==> config.mk <==
export PLATFORM = sky130hd
export DESIGN_NAME = logicshifter_l2h_seq
export DESIGN_NICKNAME = d
export VERILOG_FILES = /design/src/rtl/logicshifter_l2h_seq.sv
export SDC_FILE = /design/constraint.sdc
export NUM_CORES = 1
export LEC_CHECK = 0
export ABC_AREA = 1
export CORE_MARGIN = 2
export CORE_UTILIZATION = 35
export CTS_BUF_LIST = sky130_fd_sc_hd__clkbuf_16
export DETAILED_ROUTE_END_ITERATION = 10
export GPL_TIMING_DRIVEN = 1
export PLACE_DENSITY = 0.6
export REMOVE_ABC_BUFFERS = 1
export SYNTH_ARGS = -nofsm -noshare
export SYNTH_HDL_FRONTEND = slang
export SYNTH_SLANG_ARGS = --single-unit
==> constraint.sdc <==
create_clock -name CELCLK -period 1.4 [get_ports CELCLK]
set_input_delay 0.28 -clock CELCLK [delete_from_list [all_inputs] [get_ports CELCLK]]
set_output_delay 0.28 -clock CELCLK [all_outputs]
set_load 0.01 [all_outputs]
==> src/rtl/logicshifter_l2h_seq.sv <==
// logicshifter_l2h_seq: sequenced low-to-high shifter front end with sync, glitch filter, settle and pair dead-time
module logicshifter_l2h_seq #(
  parameter int NCH           = 4,
  parameter int FILT_CYCLES   = 2,
  parameter int SETTLE_CYCLES = 8,
  parameter int DEADTIME      = 3,
  parameter int PAIR_MODE     = 1
) (
  input  logic           CELCLK,
  input  logic           CELRST,
  input  logic           enable_logicshifter,
  input  logic [NCH-1:0] in,
  output logic [NCH-1:0] out,
  output logic           ready,
  output logic           fault
);
  localparam int FW = FILT_CYCLES > 0 ? $clog2(FILT_CYCLES + 1) : 1;
  localparam int DW = DEADTIME > 0 ? $clog2(DEADTIME + 1) : 1;
  localparam int SW = $clog2(SETTLE_CYCLES + 1);
  typedef enum logic [1:0] {OFF, SETTLE, ON} state_t;
  state_t state, state_nx;
  logic en_m, en_s, on_go, bad;
  logic [NCH-1:0] in_m, in_s, filt, gated, elig;
  logic [FW-1:0] fcnt [NCH];
  logic [DW-1:0] lc [NCH];
  logic [DW-1:0] lc_nx [NCH];
  logic [SW-1:0] scnt;
  // two-flop synchronisers for the asynchronous enable and requests
  always_ff @(posedge CELCLK) begin
    en_m <= CELRST ? 1'b0 : enable_logicshifter;
    en_s <= CELRST ? 1'b0 : en_m;
    in_m <= CELRST ? '0 : in;
    in_s <= CELRST ? '0 : in_m;
  end
  // per-channel filter: accept a new level only after it persists FILT_CYCLES+1 edges
  always_ff @(posedge CELCLK) begin
    for (int i = 0; i < NCH; i++) begin
      if (CELRST || in_s[i] == filt[i]) begin
        fcnt[i] <= '0;
        if (CELRST) filt[i] <= 1'b0;
      end else if (fcnt[i] == FW'(FILT_CYCLES)) begin
        filt[i] <= in_s[i];
        fcnt[i] <= '0;
      end else fcnt[i] <= fcnt[i] + 1'b1;
    end
  end
  // low-time counters include the current edge, so a partner is eligible on the DEADTIME-th low edge
  always_comb begin
    for (int i = 0; i < NCH; i++) begin
      lc_nx[i] = out[i] ? '0 : (lc[i] >= DW'(DEADTIME) ? DW'(DEADTIME) : lc[i] + 1'b1);
      elig[i]  = lc_nx[i] >= DW'(DEADTIME);
    end
  end
  // saturating low-time counters, reset to satisfied so the first request is not delayed
  always_ff @(posedge CELCLK) begin
    for (int i = 0; i < NCH; i++) lc[i] <= CELRST ? DW'(DEADTIME) : lc_nx[i];
  end
  // request gating: break-before-make per pair, both-high requests drive neither side
  always_comb begin
    gated = filt;
    bad   = 1'b0;
    if (PAIR_MODE != 0)
      for (int k = 0; k < NCH / 2; k++) begin
        gated[2*k]   = filt[2*k] & ~filt[2*k+1] & elig[2*k+1];
        gated[2*k+1] = filt[2*k+1] & ~filt[2*k] & elig[2*k];
        bad          = bad | (filt[2*k] & filt[2*k+1]);
      end
  end
  // next state: losing enable always returns to OFF so a new enable re-runs SETTLE
  always_comb begin
    on_go    = state == ON && en_s;
    state_nx = !en_s ? OFF :
               state == OFF ? SETTLE :
               (state == SETTLE && scnt == SW'(SETTLE_CYCLES - 1)) ? ON : state;
  end
  // sequencer with registered outputs
  always_ff @(posedge CELCLK) begin
    if (CELRST) begin
      state <= OFF;
      scnt  <= '0;
      out   <= '0;
      ready <= 1'b0;
      fault <= 1'b0;
    end else begin
      state <= state_nx;
      scnt  <= state == SETTLE ? scnt + 1'b1 : '0;
      out   <= on_go ? gated : '0;
      ready <= state_nx == ON;
      fault <= fault | (state == ON && bad);
    end
  end
endmodule
Word-level counts from Yosys, hierarchy flattened
Memory sizes are Yosys's and may differ from the RTL's. Index checks and enable logic that the tools add are counted.

Bitwise gates (word level): 26. $lt $le $gt $ge: 8. Add/subtract/negate cells: 9. Eq/ne operators: 16. Multiplexer cells: 64. Reductions and logical operators: 18.

Operators with widths (number): $mux W2 (23); $mux W1 (41); $add A2 B1 Y2 const B (8); $ge A2 B2 Y1 const B (8); $eq A2 B2 Y1 const B (6); $and A1 B1 Y1 (10); $or A1 B1 Y1 (10); $ne A2 B2 Y1 const B (4); $reduce_and A2 Y1 (4); $reduce_bool A2 Y1 (4); $not A1 Y1 (6); $add A4 B1 Y4 const B (1); $eq A1 B1 Y1 (4); $eq A4 B3 Y1 const B (1); $logic_or A1 B1 Y1 (4); $reduce_or A2 Y1 (2); $logic_and A1 B1 Y1 (3); $eq A2 B1 Y1 const B (1); $logic_not A2 Y1 (1).

Input port bits: 7. Word-level logic and storage cells: 156. Memories: 2. Register bits: 26. Output and inout bits: 6. Memory bits (writable): 16.

Memory list: fcnt (words 4, bits a word 2, rd ports 4, clocked after memory_dff 0, write ports 4, RTL line 24) `logic [FW-1:0] fcnt [NCH];`; lc (words 4, bits a word 2, rd ports 4, clocked after memory_dff 0, write ports 4, RTL line 25) `logic [DW-1:0] lc [NCH];`.

Depth between registers and ports, before layout
Word-level depth: 6. Mapped depth: 7. Depth with buffers taken out: 7.

Least setup slack after synthesis
OpenSTA, ideal clock, no wires.

Path kind: reg-to-reg. Start: register scnt[0]. End: register ready. Period minus slack after synthesis: 990 ps. Data required time: 1336 ps. Cell stages (with the launch flop): 7. Library setup time: 64 ps. Path buffers: 0. Path slack: 410 ps. Arrival time: 927 ps. Path through: dfxtp_1 -> ha_1 -> nand2_1 -> inv_1 -> nand3_1 -> and2_1 -> nor2_1.

Cells in the longest elaborated chain, start to end: 6.

Ends and longest elaborated chain: start, declared (RTL line 27) `logic [SW-1:0] scnt;`; start signal, assigned (RTL line 86) `scnt <= state == SETTLE ? scnt + 1'b1 : '0;`; $eq A4 B3 Y1 (RTL line 74) `(state == SETTLE && scnt == SW'(SETTLE_CYCLES - 1)) ? ON : state;`; $logic_and A1 B1 Y1 (RTL line 74); $mux W2 (RTL line 74); $mux W2 (RTL line 73) `state == OFF ? SETTLE :`; $mux W2 (RTL line 72) `state_nx = !en_s ? OFF :`; $eq A2 B2 Y1 (RTL line 88) `ready <= state_nx == ON;`; end signal, assigned (RTL line 82) `ready <= 1'b0;`; end signal, assigned (RTL line 88); end, declared (RTL line 14) `output logic ready,`.

Every way passes these cells. A chain may end at the register's enable or synchronous reset.

Worst setup path in the final report
Start: register out[2]. End: output port out[2].

RTL lines: start, declared (RTL line 13) `output logic [NCH-1:0] out,`; start signal, assigned (RTL line 87) `out <= on_go ? gated : '0;`.

No word-level cell between the ends.

==> metrics.txt <==
status=finished, final reports clean; largest net degree at the start of global routing=13; # clock sinks=42; worst r2r dst=ready$_SDFF_PP0_; Hold Crit Class=register to register; crit-path cells=dlygate4sd2_1; share of power burned in registers=0.526; final setup margin=0.196 ns; WP data arrival=0.92 ns; DR pass1 iterations=4; first-pass GRT wire length=4280 um; final hold vios=0; Routability Congestion=0.770; core area=4410 um2; min-delay src=in_m[0]$_SDFF_PP0_; Die Y=72.1 um; Seq/Total Area, Yosys=0.592; Final min period=1.20 ns; layout cell share with drive strength beyond 1=0.0780; Reg2Reg Depth=6; combinational share of power=0.048; antenna viol nets, final=0; MaxCap Viol Count=0; dpl cell area=1860 um2; delay-heaviest family, CP=flip-flops; Post-synth EDFFs=12; Mapped Cells=189; WP buf/inv=1; DIE WIDTH=72.1 um; initial antenna violation count=0; Fmax achieved=831 MHz; CTS tree=done; CP max stage delay=0.37 ns; flops & latches, synth=42; fill cell count=428; clock power share=0.426; R2R Setup Slk=0.32 ns; fin area=1990 um2; asr flop ratio synth=0; Setup Viol. Count Final=0; wire per inst=8.98 um; Area contributors post-synth=dfxtp_1, edfxtp_1, inv_1, nor2_1, nand2_1; worst r2r src=scnt[0]$_SDFF_PP0_; final wirelength=2430 um; top cell type's share of synthesized area=0.370; post-synth top area cell=dfxtp_1; CP Capture Type=primary output; top_reg_cell synth=dfxtp_1; DP HPWL=1810 um; via density per instance=4.22; count of cell types in the netlist=17; vias in the first global route=1,031; WHS Path Cells=2; slowest CP cell=dfxtp_1; Worst Hold Path EP=in_s[0]$_SDFF_PP0_; clk_skew=0.00174 ns; Layout area overhead=22.6%; synthesized area per cell=8.59 um2; number of I/O pins=13; PortBufs=12; total CTS buffers=5; Final #Nets=229; crit start category=register; total die area=5200 um2; total gr overflow=0; CTS max path bufs=2; Total GRT Usage=0.109; required time worst endpoint=1.12 ns; Syn Std Cell Area=1620 um2; via count=1,139; clock root buffer=clkbuf_16; postcts setup bufs=0; drc violations=0; Starting Density=0.368; Setup CP Type=register to primary output; CP max FO=4; Synth top cells by count=inv_1, nor2_1, dfxtp_1; Starting DRT DRC Count=61; Clock transition at path regs=0.06 ns; Net Sw Frac=0.201; Pins Over Slew Limit=0; number of diodes=0; most frequent cell after synthesis=inv_1; DP Worst Slack=-0.0524 ns; NetSw=499 uW; RSZ-0062 raised after global routing=false; peak supply drop=0.594 mV; multi-input logic area=523 um2; fin crit share=0.860; htree depth=2; clock latency at the later pin of the worst-skew pair=0.28 ns; Yosys warning total=0; FF/Latch Area=961 um2; Pwr Density=1250 nW/um2; FP Rows=24; Pleak=0.949 nW; Int Pwr=1.98 mW
==> routing by layer <==
| metal | global-route usage | routed length, um | up-vias |
|---|---|---|---|
| met4 | 0.0566 | 51 | 0 |
| met1 | 0.133 | 1270 | 490 |
| li1 | - | - | 626 |
| met5 | 0 | 0 | - |
| met3 | 0.0403 | 118 | 4 |
| met2 | 0.167 | 990 | 19 |
==> flip-flops by register name (all words and copies together), names as in the netlist, 2 cells and up <==
name   flops
lc         8
scnt       4
in_s       4
fcnt       8
filt       4
out        4
state      2
in_m       4
==> power groups by stage <==
stage               logic [mW]  clock network, mW  registers (mW)
finish                   0.118               1.06            1.31
global route             0.139               1.13            1.31
CTS                      0.120               1.08            1.31
detailed placement       0.119                  0            1.33
global placement         0.117                  0            1.33
floorplan               0.0684                  0            1.33
==> stage by stage <==
stage / hold WS (ns) / total power [mW] / TNS (ns) / instances / util
6_report: 0.399 / 2.48 / 0 / 270 / 0.451
5_1_grt: 0.415 / 2.58 / 0 / 270 / 0.451
4_1_cts: 0.400 / 2.51 / 0 / 270 / 0.450
3_5_place_dp: 0.392 / 1.45 / -0.119 / 262 / 0.421
3_3_place_gp: 0.389 / 1.45 / -0.0789 / 262 / 0.421
2_1_floorplan: 0.349 / 1.40 / 0 / 193 / -
==> final cells by class <==
class                      instances  share of cell area
clock buffer                       5              0.0629
clock inverter                     3             0.00566
inverter                          40              0.0755
multi-input combinational        111               0.263
sequential                        42               0.483
tap                               52              0.0327
timing repair buffer              17              0.0774
==> worst min-delay path, stage by stage (launching register included) <==
cell and delay, ns:
dfxtp_1 0.29, inv_1 0.04, nor2_1 0.03
==> timing repair <==
action	CTS	global route
gates resized for setup	5	1
endpoints found under the hold margin	0	0
hold buffers	0	0
endpoints found under the setup margin	5	1
==> placed cells by master, fill, tap and decap left out <==
master,netlist,layout
conb_1,1,8
buf_4,0,5
edfxtp_1,12,12
or2_2,3,3
inv_1,38,41
a21oi_1,5,5
ha_1,5,5
o21ai_0,6,6
dlymetal6s2s_1,0,1
inv_2,2,2
nand2_1,27,27
and2_1,1,1
nand4_1,6,6
nor2_1,33,33
clkdlybuf4s50_1,0,6
nor2_2,2,2
clkbuf_16,0,5
nor3_1,7,7
nand3_1,8,8
dfxtp_1,30,30
dlygate4sd2_1,0,5
==> how the worst max path moves through the flow <==
| stage | startpoint | endpoint | slack (ns) | cells after the start |
|---|---|---|---|---|
| 2_1_floorplan | scnt[0]$_SDFF_PP0_ | ready$_SDFF_PP0_ | 0.41 | 6 |
| 3_3_place_gp | CELRST | out[3]$_SDFF_PP0_ | -0.04 | 5 |
| 3_5_place_dp | CELRST | out[0]$_SDFF_PP0_ | -0.05 | 5 |
| 4_1_cts | ready$_SDFF_PP0_ | ready | 0.01 | 1 |
| 5_1_grt | CELRST | out[0]$_SDFF_PP0_ | 0.10 | 5 |
| 6_report | out[2]$_SDFF_PP0_ | out[2] | 0.20 | 1 |
==> cell families after synthesis <==
family                     count (synthesis)  share of synthesized area
AOI/OAI and AO/OA                         11                     0.0339
buffers and inverters                     43                      0.102
and+or+nand+nor                           87                      0.231
DFF                                       42                      0.592
adders and majority gates                  5                     0.0386
other                                      1                    0.00231
Note: power is estimated with default switching activity, not from simulation.
